### src/rtl/vga_capture_if.sv
// ---------------------------------------------------------------------------
// vga_capture_if
//   Bundle between a VGA-timed pixel source and the capture block.
//   Video side : i_hsync, i_vsync (active low), i_red/i_green/i_blue (8 bit)
//   Write side : o_wr_en strobe, o_wr_addr, o_wr_data {r,g,b}
//   Status     : o_locked, o_frame_done, o_err
//   Modports   : slave  -> the capture block (consumes video, drives writes)
//                master -> the video source / frame-buffer side
//   ADDR_W must match the ADDR_W of the capture block bound to it.
// ---------------------------------------------------------------------------
interface vga_capture_if #(
  parameter int ADDR_W = 19
);
  logic              i_hsync;
  logic              i_vsync;
  logic [7:0]        i_red;
  logic [7:0]        i_green;
  logic [7:0]        i_blue;
  logic              o_wr_en;
  logic [ADDR_W-1:0] o_wr_addr;
  logic [23:0]       o_wr_data;
  logic              o_locked;
  logic              o_frame_done;
  logic              o_err;

  modport slave (
    input  i_hsync, i_vsync, i_red, i_green, i_blue,
    output o_wr_en, o_wr_addr, o_wr_data, o_locked, o_frame_done, o_err
  );

  modport master (
    output i_hsync, i_vsync, i_red, i_green, i_blue,
    input  o_wr_en, o_wr_addr, o_wr_data, o_locked, o_frame_done, o_err
  );
endinterface

### src/rtl/vga_capture.sv
// ---------------------------------------------------------------------------
// vga_capture
//   Receive side of the frame-buffer VGA path. Registers the incoming VGA
//   stream, recovers the pixel position from the sync falling edges, checks
//   line/frame lengths, locks after LOCK_FRAMES good frames and then emits
//   one sequential frame-buffer write per active (optionally decimated) pixel.
//   Ports:
//     clk25MHz - pixel clock
//     rst      - synchronous active-high reset
//     bus      - vga_capture_if.slave (video in, write requests/status out)
//   Latency: o_wr_* lags the video pins by exactly two rising edges.
// ---------------------------------------------------------------------------
module vga_capture #(
  parameter int RES_X        = 640,
  parameter int RES_Y        = 480,
  parameter int H_PIXELS     = 800,
  parameter int V_PIXELS     = 525,
  parameter int RTRN_HSYNC   = 96,
  parameter int H_BACK_PORCH = 48,
  parameter int RTRN_VSYNC   = 2,
  parameter int V_BACK_PORCH = 33,
  parameter int RES_DIV      = 1,
  parameter int ADDR_W       = 19,
  parameter int LOCK_FRAMES  = 2
) (
  input  logic          clk25MHz,
  input  logic          rst,
  vga_capture_if.slave  bus
);

  localparam int H_ST   = RTRN_HSYNC + H_BACK_PORCH;
  localparam int V_ST   = RTRN_VSYNC + V_BACK_PORCH;
  localparam int GOOD_W = (LOCK_FRAMES < 2) ? 1 : $clog2(LOCK_FRAMES + 1);

  localparam logic [11:0] H_MAX      = 12'hFFF;
  localparam logic [10:0] V_MAX      = 11'h7FF;
  localparam logic [11:0] H_ST_C     = 12'(H_ST);
  localparam logic [11:0] H_END_C    = 12'(H_ST + RES_X);
  localparam logic [10:0] V_ST_C     = 11'(V_ST);
  localparam logic [10:0] V_END_C    = 11'(V_ST + RES_Y);
  localparam logic [12:0] H_LEN_C    = 13'(H_PIXELS);
  localparam logic [11:0] V_LEN_C    = 12'(V_PIXELS);
  localparam logic [11:0] H_DIV_MASK = 12'(RES_DIV - 1);
  localparam logic [10:0] V_DIV_MASK = 11'(RES_DIV - 1);
  localparam logic [ADDR_W-1:0] LAST_ADDR =
    ADDR_W'((RES_X / RES_DIV) * (RES_Y / RES_DIV) - 1);
  localparam logic [GOOD_W-1:0] GOOD_LAST = GOOD_W'(LOCK_FRAMES - 1);

  typedef enum logic [1:0] {HUNT, TRACK, LOCKED} state_e;

  // Stage 1 input registers and their previous values for edge detection
  logic        hs1_q, vs1_q, hs_prev_q, vs_prev_q;
  logic [23:0] pix1_q;

  // Position / reference tracking
  logic [11:0]       h_cnt_q, h_cnt_d;
  logic [10:0]       v_cnt_q, v_cnt_d;
  logic              h_ref_q, h_ref_d, v_ref_q, v_ref_d;
  logic [ADDR_W-1:0] addr_q, addr_d, addr_cur;

  // Control
  state_e            state_q;
  logic [GOOD_W-1:0] good_q;

  // Output registers
  logic              wr_en_q, wr_en_d;
  logic [ADDR_W-1:0] wr_addr_q;
  logic [23:0]       wr_data_q;
  logic              locked_q, frame_done_q, err_q;

  // Combinational decode
  logic        hs_fall, vs_fall;
  logic        line_bad, frame_bad, h_sat_now, mismatch;
  logic        active, decim_ok;
  logic [11:0] h_off;
  logic [10:0] v_off;

  // h_cnt_d / v_cnt_d are the coordinates of the pixel currently sitting in
  // stage 1, so the write decision made here is registered at the next edge.
  // NOTE: every signal written in always_comb gets a value on every path
  // (here by unconditional assignment); a missed path infers a latch.
  always_comb begin
    hs_fall = hs_prev_q & ~hs1_q;
    vs_fall = vs_prev_q & ~vs1_q;

    if (hs_fall)               h_cnt_d = '0;
    else if (h_cnt_q == H_MAX) h_cnt_d = H_MAX;
    else                       h_cnt_d = h_cnt_q + 12'd1;

    // vsync has priority when both edges land in the same cycle
    if (vs_fall)                          v_cnt_d = '0;
    else if (hs_fall && v_cnt_q != V_MAX) v_cnt_d = v_cnt_q + 11'd1;
    else                                  v_cnt_d = v_cnt_q;

    // Lengths are only checked against a reference edge seen earlier
    line_bad  = hs_fall && h_ref_q && (({1'b0, h_cnt_q} + 13'd1) != H_LEN_C);
    frame_bad = vs_fall && v_ref_q && (({1'b0, v_cnt_q} + 12'd1) != V_LEN_C);
    // Missing hsync: flag only the cycle the counter enters saturation
    h_sat_now = (h_cnt_d == H_MAX) && (h_cnt_q != H_MAX);
    mismatch  = line_bad | frame_bad | h_sat_now;

    if (mismatch)     h_ref_d = 1'b0;
    else if (hs_fall) h_ref_d = 1'b1;
    else              h_ref_d = h_ref_q;

    if (mismatch)     v_ref_d = 1'b0;
    else if (vs_fall) v_ref_d = 1'b1;
    else              v_ref_d = v_ref_q;

    active = (h_cnt_d >= H_ST_C) && (h_cnt_d < H_END_C) &&
             (v_cnt_d >= V_ST_C) && (v_cnt_d < V_END_C);

    // Power-of-two decimation: keep pixels whose offsets are multiples of
    // RES_DIV; the address just counts writes, so no multiplier is needed.
    h_off    = h_cnt_d - H_ST_C;
    v_off    = v_cnt_d - V_ST_C;
    decim_ok = ((h_off & H_DIV_MASK) == '0) && ((v_off & V_DIV_MASK) == '0);

    wr_en_d  = (state_q == LOCKED) && !mismatch && active && decim_ok;
    addr_cur = vs_fall ? '0 : addr_q;
    addr_d   = wr_en_d ? addr_cur + ADDR_W'(1) : addr_cur;
  end

  // Datapath: input stage, counters, write and frame-done registers.
  // NOTE: state uses non-blocking assignments so every register samples the
  // values from before the edge, independent of statement order.
  // NOTE: the pixel and write-data registers are reset too, because every
  // output must read 0 during reset, not only the control bits.
  always_ff @(posedge clk25MHz) begin
    if (rst) begin
      hs1_q        <= 1'b0;
      vs1_q        <= 1'b0;
      hs_prev_q    <= 1'b0;
      vs_prev_q    <= 1'b0;
      pix1_q       <= '0;
      h_cnt_q      <= '0;
      v_cnt_q      <= '0;
      h_ref_q      <= 1'b0;
      v_ref_q      <= 1'b0;
      addr_q       <= '0;
      wr_en_q      <= 1'b0;
      wr_addr_q    <= '0;
      wr_data_q    <= '0;
      frame_done_q <= 1'b0;
    end else begin
      hs1_q        <= bus.i_hsync;
      vs1_q        <= bus.i_vsync;
      hs_prev_q    <= hs1_q;
      vs_prev_q    <= vs1_q;
      pix1_q       <= {bus.i_red, bus.i_green, bus.i_blue};
      h_cnt_q      <= h_cnt_d;
      v_cnt_q      <= v_cnt_d;
      h_ref_q      <= h_ref_d;
      v_ref_q      <= v_ref_d;
      addr_q       <= addr_d;
      wr_en_q      <= wr_en_d;
      if (wr_en_d) begin
        wr_addr_q  <= addr_cur;
        wr_data_q  <= pix1_q;
      end
      frame_done_q <= wr_en_q && (wr_addr_q == LAST_ADDR) && (state_q == LOCKED);
    end
  end

  // Lock state machine with registered status outputs
  always_ff @(posedge clk25MHz) begin
    if (rst) begin
      state_q  <= HUNT;
      good_q   <= '0;
      locked_q <= 1'b0;
      err_q    <= 1'b0;
    end else begin
      err_q <= 1'b0;
      unique case (state_q)
        HUNT: begin
          if (vs_fall) begin
            state_q <= TRACK;
            good_q  <= '0;
          end
        end
        TRACK: begin
          if (mismatch) begin
            err_q   <= 1'b1;
            good_q  <= '0;
            state_q <= HUNT;
          end else if (vs_fall && v_ref_q) begin
            // Line errors already bounced us to HUNT, so a checked vsync
            // edge here means the whole frame was clean.
            good_q <= good_q + GOOD_W'(1);
            if (good_q == GOOD_LAST) begin
              state_q  <= LOCKED;
              locked_q <= 1'b1;
            end
          end
        end
        LOCKED: begin
          if (mismatch) begin
            err_q    <= 1'b1;
            locked_q <= 1'b0;
            good_q   <= '0;
            state_q  <= HUNT;
          end
        end
        default: state_q <= HUNT;
      endcase
    end
  end

  assign bus.o_wr_en      = wr_en_q;
  assign bus.o_wr_addr    = wr_addr_q;
  assign bus.o_wr_data    = wr_data_q;
  assign bus.o_locked     = locked_q;
  assign bus.o_frame_done = frame_done_q;
  assign bus.o_err        = err_q;

endmodule
### src/flat_wrapper.sv
// flat-port wrapper written by rule: the top's interface ports become plain ports
module vga_capture_flat 
#(
  parameter int RES_X        = 640,
  parameter int RES_Y        = 480,
  parameter int H_PIXELS     = 800,
  parameter int V_PIXELS     = 525,
  parameter int RTRN_HSYNC   = 96,
  parameter int H_BACK_PORCH = 48,
  parameter int RTRN_VSYNC   = 2,
  parameter int V_BACK_PORCH = 33,
  parameter int RES_DIV      = 1,
  parameter int ADDR_W       = 19,
  parameter int LOCK_FRAMES  = 2
)
  (clk25MHz, rst, bus_i_hsync, bus_i_vsync, bus_i_red, bus_i_green, bus_i_blue, bus_o_wr_en, bus_o_wr_addr, bus_o_wr_data, bus_o_locked, bus_o_frame_done, bus_o_err);
  vga_capture_if #(.ADDR_W(ADDR_W)) bus_i ();
  input  logic clk25MHz;
  input  logic rst;
  input wire logic [$bits(bus_i.i_hsync)-1:0] bus_i_hsync;
  input wire logic [$bits(bus_i.i_vsync)-1:0] bus_i_vsync;
  input wire logic [$bits(bus_i.i_red)-1:0] bus_i_red;
  input wire logic [$bits(bus_i.i_green)-1:0] bus_i_green;
  input wire logic [$bits(bus_i.i_blue)-1:0] bus_i_blue;
  output wire logic [$bits(bus_i.o_wr_en)-1:0] bus_o_wr_en;
  output wire logic [$bits(bus_i.o_wr_addr)-1:0] bus_o_wr_addr;
  output wire logic [$bits(bus_i.o_wr_data)-1:0] bus_o_wr_data;
  output wire logic [$bits(bus_i.o_locked)-1:0] bus_o_locked;
  output wire logic [$bits(bus_i.o_frame_done)-1:0] bus_o_frame_done;
  output wire logic [$bits(bus_i.o_err)-1:0] bus_o_err;
  assign bus_i.i_hsync = bus_i_hsync;
  assign bus_i.i_vsync = bus_i_vsync;
  assign bus_i.i_red = bus_i_red;
  assign bus_i.i_green = bus_i_green;
  assign bus_i.i_blue = bus_i_blue;
  assign bus_o_wr_en = bus_i.o_wr_en;
  assign bus_o_wr_addr = bus_i.o_wr_addr;
  assign bus_o_wr_data = bus_i.o_wr_data;
  assign bus_o_locked = bus_i.o_locked;
  assign bus_o_frame_done = bus_i.o_frame_done;
  assign bus_o_err = bus_i.o_err;
  vga_capture #(.RES_X(RES_X), .RES_Y(RES_Y), .H_PIXELS(H_PIXELS), .V_PIXELS(V_PIXELS), .RTRN_HSYNC(RTRN_HSYNC), .H_BACK_PORCH(H_BACK_PORCH), .RTRN_VSYNC(RTRN_VSYNC), .V_BACK_PORCH(V_BACK_PORCH), .RES_DIV(RES_DIV), .ADDR_W(ADDR_W), .LOCK_FRAMES(LOCK_FRAMES)) u_core (.clk25MHz(clk25MHz), .rst(rst), .bus(bus_i));
endmodule
### config.mk
export PLATFORM = sky130hd
export DESIGN_NAME = vga_capture_flat
export DESIGN_NICKNAME = d
export VERILOG_FILES = /design/src/rtl/vga_capture_if.sv /design/src/rtl/vga_capture.sv /design/src/flat_wrapper.sv
export SDC_FILE = /design/constraint.sdc
export NUM_CORES = 1
export LEC_CHECK = 0
export ABC_AREA = 0
export CORE_MARGIN = 2
export CORE_UTILIZATION = 59
export DETAILED_ROUTE_END_ITERATION = 10
export GPL_TIMING_DRIVEN = 0
export MAX_ROUTING_LAYER = met4
export PLACE_DENSITY = 0.87
export SYNTH_ARGS = -nofsm -noshare
export SYNTH_HDL_FRONTEND = slang
export SYNTH_SLANG_ARGS = --single-unit
### constraint.sdc
create_clock -name clk25MHz -period 6.15 [get_ports clk25MHz]
set_input_delay 1.23 -clock clk25MHz [delete_from_list [all_inputs] [get_ports clk25MHz]]
set_output_delay 1.23 -clock clk25MHz [all_outputs]
set_load 0.03 [all_outputs]
==> results of run 1 <==
-- power groups by stage --
| stage | logic (mW) | registers [mW] | clock network (mW) |
|---|---|---|---|
| 2_1_floorplan | 0.0358 | 0.833 | 0 |
| 3_3_place_gp | 0.0645 | 0.833 | 0 |
| 3_5_place_dp | 0.0673 | 0.834 | 0 |
| 4_1_cts | 0.0679 | 0.817 | 1.04 |
| 5_1_grt | 0.0744 | 0.818 | 1.08 |
| 6_report | 0.0686 | 0.817 | 1.04 |
-- cell usage in the layout, fill, tap and decap left out, drive strengths merged, types with 12 or more instances in the layout --
cell type	count
clkdlybuf4s50	74
nand3	36
clkbuf	52
o21ai	13
nor2b	31
dfxtp	123
buf	12
nand4	21
a21oi	81
inv	25
nand2	109
xnor2	13
nor3	13
nor2	44
-- routing by layer --
layer / global-route usage (%) / wire, microns
met5: - / 0
met4: 11.1 / 317
met3: 5.69 / 1120
met2: 49.9 / 7090
met1: 37.5 / 6030
-- final timing paths --
check / cells past startpoint / slack [ps] / end
setup reg to reg: 10 / 2310 / u_core.addr_q[4]$_SDFF_PP0_
hold reg to reg: 2 / 440 / u_core.bus.o_wr_data[17]$_SDFFE_PP0P_
hold / removal: 2 / 440 / u_core.bus.o_wr_data[17]$_SDFFE_PP0P_
setup / recovery: 10 / 2310 / u_core.addr_q[4]$_SDFF_PP0_
-- final cells by class --
cell class / instances / area, sq um / share of cell area, %
well taps: 111 / 139 / 1.98
clock inverters: 15 / 203 / 2.89
repair buffers: 74 / 741 / 10.5
multi-input cells: 491 / 2800 / 39.9
inverters: 17 / 63.8 / 0.909
flip-flops and latches: 123 / 2460 / 35.1
clock buffers: 17 / 414 / 5.90
plain buffers: 47 / 198 / 2.81
-- logic make-up after synthesis --
group	Yosys count
and+or+nand+nor	316
AOI/OAI and AO/OA	147
DFF	123
muxes	5
adders and majority gates	8
buffers and inverters	64
xor gates and xnor gates	15
-- sequential cells by signal (all words and copies together), names as in the netlist, 2 cells and up --
signal	cells
u_core.h_cnt_q	12
u_core.v_cnt_q	11
u_core.pix1_q	24
u_core.addr_q	19
u_core.state_q	2
u_core.bus.o_wr_addr	19
u_core.good_q	2
u_core.bus.o_wr_data	24
-- stage by stage --
| step | cells | setup WS (ps) |
|---|---|---|
| finish | 895 | 2310 |
| global route | 895 | 2000 |
| CTS | 895 | 2370 |
| detailed placement | 863 | 2490 |
| global placement | 863 | 2600 |
| floorplan | 678 | 3070 |
-- worst max-delay path, stage by stage (launching register included) --
cell,delay (ps)
dfxtp_1,470
ha_1,350
nand2_1,200
nor4_2,460
or3_1,220
o2111ai_1,120
or4b_4,570
a31oi_1,640
buf_2,370
a21oi_1,100
a31o_2,230
==> metrics, run 1 <==
largest net degree at the start of global routing 17; Power Internal ~1.5 mW; status finished clean; Synth Register Bits roughly 120; top post-synthesis cells by count dfxtp_1 (123), nand2_1 (109), a21oi_1 (81); Psw between 0.4 and 0.5 mW; IO Count 75; FFs w/ async S/R, synth 0%; Die Span Y 101 microns; global-route wire length before repair roughly 24000 microns; mux contribution to synthesized area less than 1%; total power just under 2 mW; Total GRT Usage between 30% and 40%; Num CTS Buffers 17; DRT iter0 DRCs just over 500; library cells used by synthesis 63; min-delay src u_core.pix1_q[17]$_SDFF_PP0_; Max Freq 0.260 GHz; worst skew pair latency around 520 ps; fillers around 630; WP data required 6560 ps; mean cell area of the mapped netlist slightly above 8 sq um; minimum clock period about 3800 ps; postcts setup bufs 0; Synth Flop Type dfxtp_1; pwr dens approximately 270 mW/mm^2; register area share after synthesis 44.6%; syn_nets just over 700; First-pass DRT Iterations 8; vias per std cell 6.05; Root Buffer clkbuf_8; grt total ovfl 0; main combinational cell family by area after synthesis simple AND/OR/NAND/NOR gates; hpwl dp 9900 microns; post-synth top area share 44.6%; Mapped Cells a little under 700; mapped cell area 0.00553 sq mm; setup TNS 0 ps; smallest hold slack 436 ps; Reg power frac a little over two fifths; clock sinks around 120; hold crit path type flop to flop; final hold vios 0; Synth Area in Adders roughly 1.8%; Reg2Reg Launch Point u_core.v_cnt_q[0]$_SDFF_PP0_; final instance area roughly 0.007 sq mm; clk slew on worst S/H paths ~60 ps; initial antenna violation count 0; Die X-Extent 101 microns; synth warn 0; Final Cycle Share a little over three fifths; Logic pwr share under 10%; GP Congestion a little over 0.9; PortBufs 74; Diodes inserted 0; vias ~5400; initial core utilization approximately three fifths; max-cap viol count 0; PostCTS Resize Cnt 0; placed inst area between 0.006 and 0.007 sq mm; drt wl/cell 16.3 microns; core area between 0.009 and 0.01 sq mm; DRC Markers 0; critical path peak fanout 10; EDFF count, synth 0; FP Rows 35; fraction of layout cells with a size suffix above 1 around 7.7%; worst rel slew slack 24.8%; dominant cells by area after synthesis dfxtp_1 (45%), nand2_1 (7.4%), a21oi_1 (7.3%); DRT Wirelength ~15000 microns; power share of the clock group between 50% and 60%; CP Class flop to flop; Slew Viols, Final 0; area grow syn2layout 27.1%; final setup vio count 0; unrepaired setup endpoints after global routing false; Core Util, Final between 70% and 80%; H-Tree Depth 4; CTS tree yes; Setup crit end kind flop; vias in the first global route just over 5000; arrival time at the worst endpoint 4260 ps; Worst Skew roughly 6.2 ps; Final #Nets a little over 800; post-synthesis simple-gate area fraction a little under 30%; P_leak roughly 2.4 nW; slew of the pin with the lowest slew margin ~1100 ps; compound-cell area share of the yosys netlist 16.3%; Net Sw Frac 23.3%; Peak VDD IR roughly 180 uV; Critical Path Source Type flop; maximum root-to-sink buffer count 2; crit path from u_core.v_cnt_q[0]$_SDFF_PP0_; DIE AREA roughly 0.01 sq mm; cell with the most instances after synthesis dfxtp_1; post-synthesis xor/xnor area fraction ~2.4%; hold_buf cts 0; Synth area leader dfxtp_1; Routed Antenna Nets 0
(Power assumes the default switching activity.)
==> inputs of run 2 (changes only) <==
- CORE_UTILIZATION: 59 -> 55
- PLACE_DENSITY: 0.87 -> 0.82
- clock period: 6.15 -> 3.7 ns (I/O delays scaled with it)
==> run 2 against run 1 <==
Final cell count is 2.3% higher. Register-to-register slack lost 2100 ps. Final area increased by 0.11%. First-iteration DRC count down 21%. Clock skew increased by 0.53 ps. Critical path depth increased by 2. Via count fell by 1.7%. Maximum frequency rose by 9.8%. Core utilization down 4.8 points. Total power grew 60%. Sequential power rose by 66%. Critical path type unchanged. Critical endpoint is now u_core.bus.o_wr_data[12]$_SDFFE_PP0P_. Largest cell class unchanged.
==> metrics, run 2 (synthesized netlist as in run 1, its figures left out) <==
Num CTS Buffers 17; grt total ovfl 0; IO Count 75; worst rel slew slack between 20% and 30%; crit-path leading delay family compound AO/OA/AOI/OAI gates; global-route wire length before repair 23500 microns; pwr dens around 440 mW/mm^2; Worst Path Buf+Inv 3; CTS tree yes; Die Span Y around 100 microns; hpwl dp around 10000 microns; slew of the pin with the lowest slew margin between 1000 and 1500 ps; worst slack, placed roughly 32 ps; First-pass DRT Iterations 5; Reg2Reg Launch Point u_core.h_cnt_q[0]$_SDFF_PP0_; PortBufs 74; minimum clock period approximately 3500 ps; Total GRT Usage roughly 27%; Critical-path top delay cell dfxtp_1; Setup crit end kind flop; commonest non-fill, non-tap cell in the layout dfxtp_1; arrival time at the worst endpoint a little under 4000 ps; clk slew on worst S/H paths around 60 ps; clock sinks roughly 120; crit path from u_core.h_cnt_q[0]$_SDFF_PP0_; DRC Markers 0; FF/Latch Area between 0.002 and 0.0025 sq mm; max incr delay on CP about 430 ps; commonest non-fill, non-tap cells in the layout dfxtp_1 (123), nand2_1 (109), a21oi_1 (81); fraction of layout cells with a size suffix above 1 8.43%; maximum root-to-sink buffer count 2; hold_buf cts 0; status finished clean; Peak VDD IR around 360 uV; hold crit path type flop to flop; worst-path cell chain ha_1 > nand3_1 > or4_1 > clkbuf_1 > o31a_1 > a31oi_1 > a221o_1 > a31o_1 > buf_6 > clkbuf_1 > nand2_1 > a21oi_1; flop-to-flop setup slack around 200 ps; multi-input logic area approximately 0.0028 sq mm; DRT Wirelength ~14000 microns; GP Congestion 0.909; Max Freq 0.286 GHz; unrepaired setup endpoints after global routing true; area grow syn2layout 27.2%; WP data required ~4200 ps; Diodes inserted 0; Final Cycle Share approximately 95%; cell count after placement ~890; H-Tree Depth 4; Worst Skew ~6.7 ps; P_leak 2.38 nW; Worst path depth 12; post-route setup slack ~200 ps; worst skew pair latency approximately 530 ps; final setup vio count 0; final hold vios 0; initial core utilization a little under three fifths; Routed Antenna Nets 0; Worst setup endpoint u_core.bus.o_wr_data[12]$_SDFFE_PP0P_; CP Class flop to flop; Root Buffer clkbuf_8; DIE AREA roughly 0.011 sq mm; final instance area around 0.0070 sq mm; Slew Viols, Final 0; setup TNS 0 ps; vias about 5300; drt wl/cell 15.7 microns; DRT iter0 DRCs about 400; vias in the first global route approximately 5200; placed inst area approximately 0.0064 sq mm; largest net degree at the start of global routing 17; Die X-Extent approximately 100 microns; Cell Count, Final, Fillers Out between 900 and 1000; max-cap viol count 0; initial antenna violation count 0; vias per std cell approximately 5.8; critical path peak fanout 10; fillers between 700 and 800; Reg2Reg Depth 12; CP dominant cell by count clkbuf_1; Final #Nets just over 800; core area about 0.0098 sq mm; Critical Path Source Type flop; worst r2r dst u_core.bus.o_wr_data[12]$_SDFFE_PP0P_; smallest hold slack around 430 ps; FP Rows 36
## run 2: changes by cell type in the layout (fill, tap and decap cells not counted), sizes merged
| cell | delta |
|---|---|
| clkbuf | -1 |
| bufinv | -2 |
| clkinvlp | -2 |
| buf | +1 |
| clkinv | +3 |
## run 2: area by class of cell
class	count	area share [%]
Buffer	46	2.85
Sequential cell	123	35.0
Tap cell	133	2.37
Multi-Input combinational cell	491	40.1
Clock inverter	14	2.15
Clock buffer	18	6.09
Inverter	17	0.908
Timing Repair Buffer	74	10.5
## run 2: report_power, final
group,internal [mW],switching (mW)
sequential,1.35,0.0109
clock,0.937,0.677
combinational,0.0519,0.0602
total,2.34,0.749
## run 2: worst min-delay path by stage
stage | depth (start not counted) | slack [ps] | start | end
after floorplan | 2 | 420 | u_core.pix1_q[0]$_SDFF_PP0_ | u_core.bus.o_wr_data[0]$_SDFFE_PP0P_
after global placement | 2 | 420 | u_core.pix1_q[8]$_SDFF_PP0_ | u_core.bus.o_wr_data[8]$_SDFFE_PP0P_
after detailed placement | 2 | 420 | u_core.pix1_q[2]$_SDFF_PP0_ | u_core.bus.o_wr_data[2]$_SDFFE_PP0P_
after CTS | 2 | 430 | u_core.pix1_q[2]$_SDFF_PP0_ | u_core.bus.o_wr_data[2]$_SDFFE_PP0P_
after global routing | 2 | 450 | u_core.pix1_q[6]$_SDFF_PP0_ | u_core.bus.o_wr_data[6]$_SDFFE_PP0P_
final | 2 | 430 | u_core.pix1_q[13]$_SDFF_PP0_ | u_core.bus.o_wr_data[13]$_SDFFE_PP0P_
## run 2: through the flow
stage          utilization (%)  total power [mW]
2_1_floorplan                -              1.44
3_3_place_gp              65.8              1.49
3_5_place_dp              65.8              1.50
4_1_cts                   71.7              3.09
5_1_grt                   71.9              3.16
6_report                  71.9              3.08
## run 2: per-layer routing
| layer | vias to the layer above | track usage, % | part of all wire (%) |
|---|---|---|---|
| met5 | - | - | 0 |
| met4 | 0 | 8.59 | 1.3 |
| met3 | 25 | 7.27 | 6.0 |
| met2 | 176 | 45.7 | 49 |
| met1 | 2541 | 32.1 | 44 |
| li1 | 2580 | - | - |
## run 2: worst register-to-register path, delay by kind of cell, from the launching register on
family,cells,cell delay (ps)
adder cells (fa/ha/maj),1,380
AND/OR/NAND/NOR,3,690
buffers and inverters,3,780
AO/OA/AOI/OAI,5,1140
flip-flops,1,430
## run 2: repair_timing
item,CTS,global route
endpoints found under the setup margin,0,58
gates resized for setup,0,13
buffers inserted,0,0
==> inputs of run 3 (changes only) <==
--- a/config.mk
+++ b/config.mk
@@ -8,2 +8,3 @@
 export ABC_AREA = 0
+export ABC_CLOCK_PERIOD_IN_PS = 3700
 export CORE_MARGIN = 2
==> constraint.sdc (replaced) <==
create_clock -name clk25MHz -period 3.7 [get_ports clk25MHz]
set_input_delay 0.555 -clock clk25MHz [delete_from_list [all_inputs] [get_ports clk25MHz]]
set_output_delay 0.555 -clock clk25MHz [all_outputs]
set_load 0.03 [all_outputs]
==> results of run 3 <==
Same layout as run 2: the final DEF is identical, and so are final timing and power.
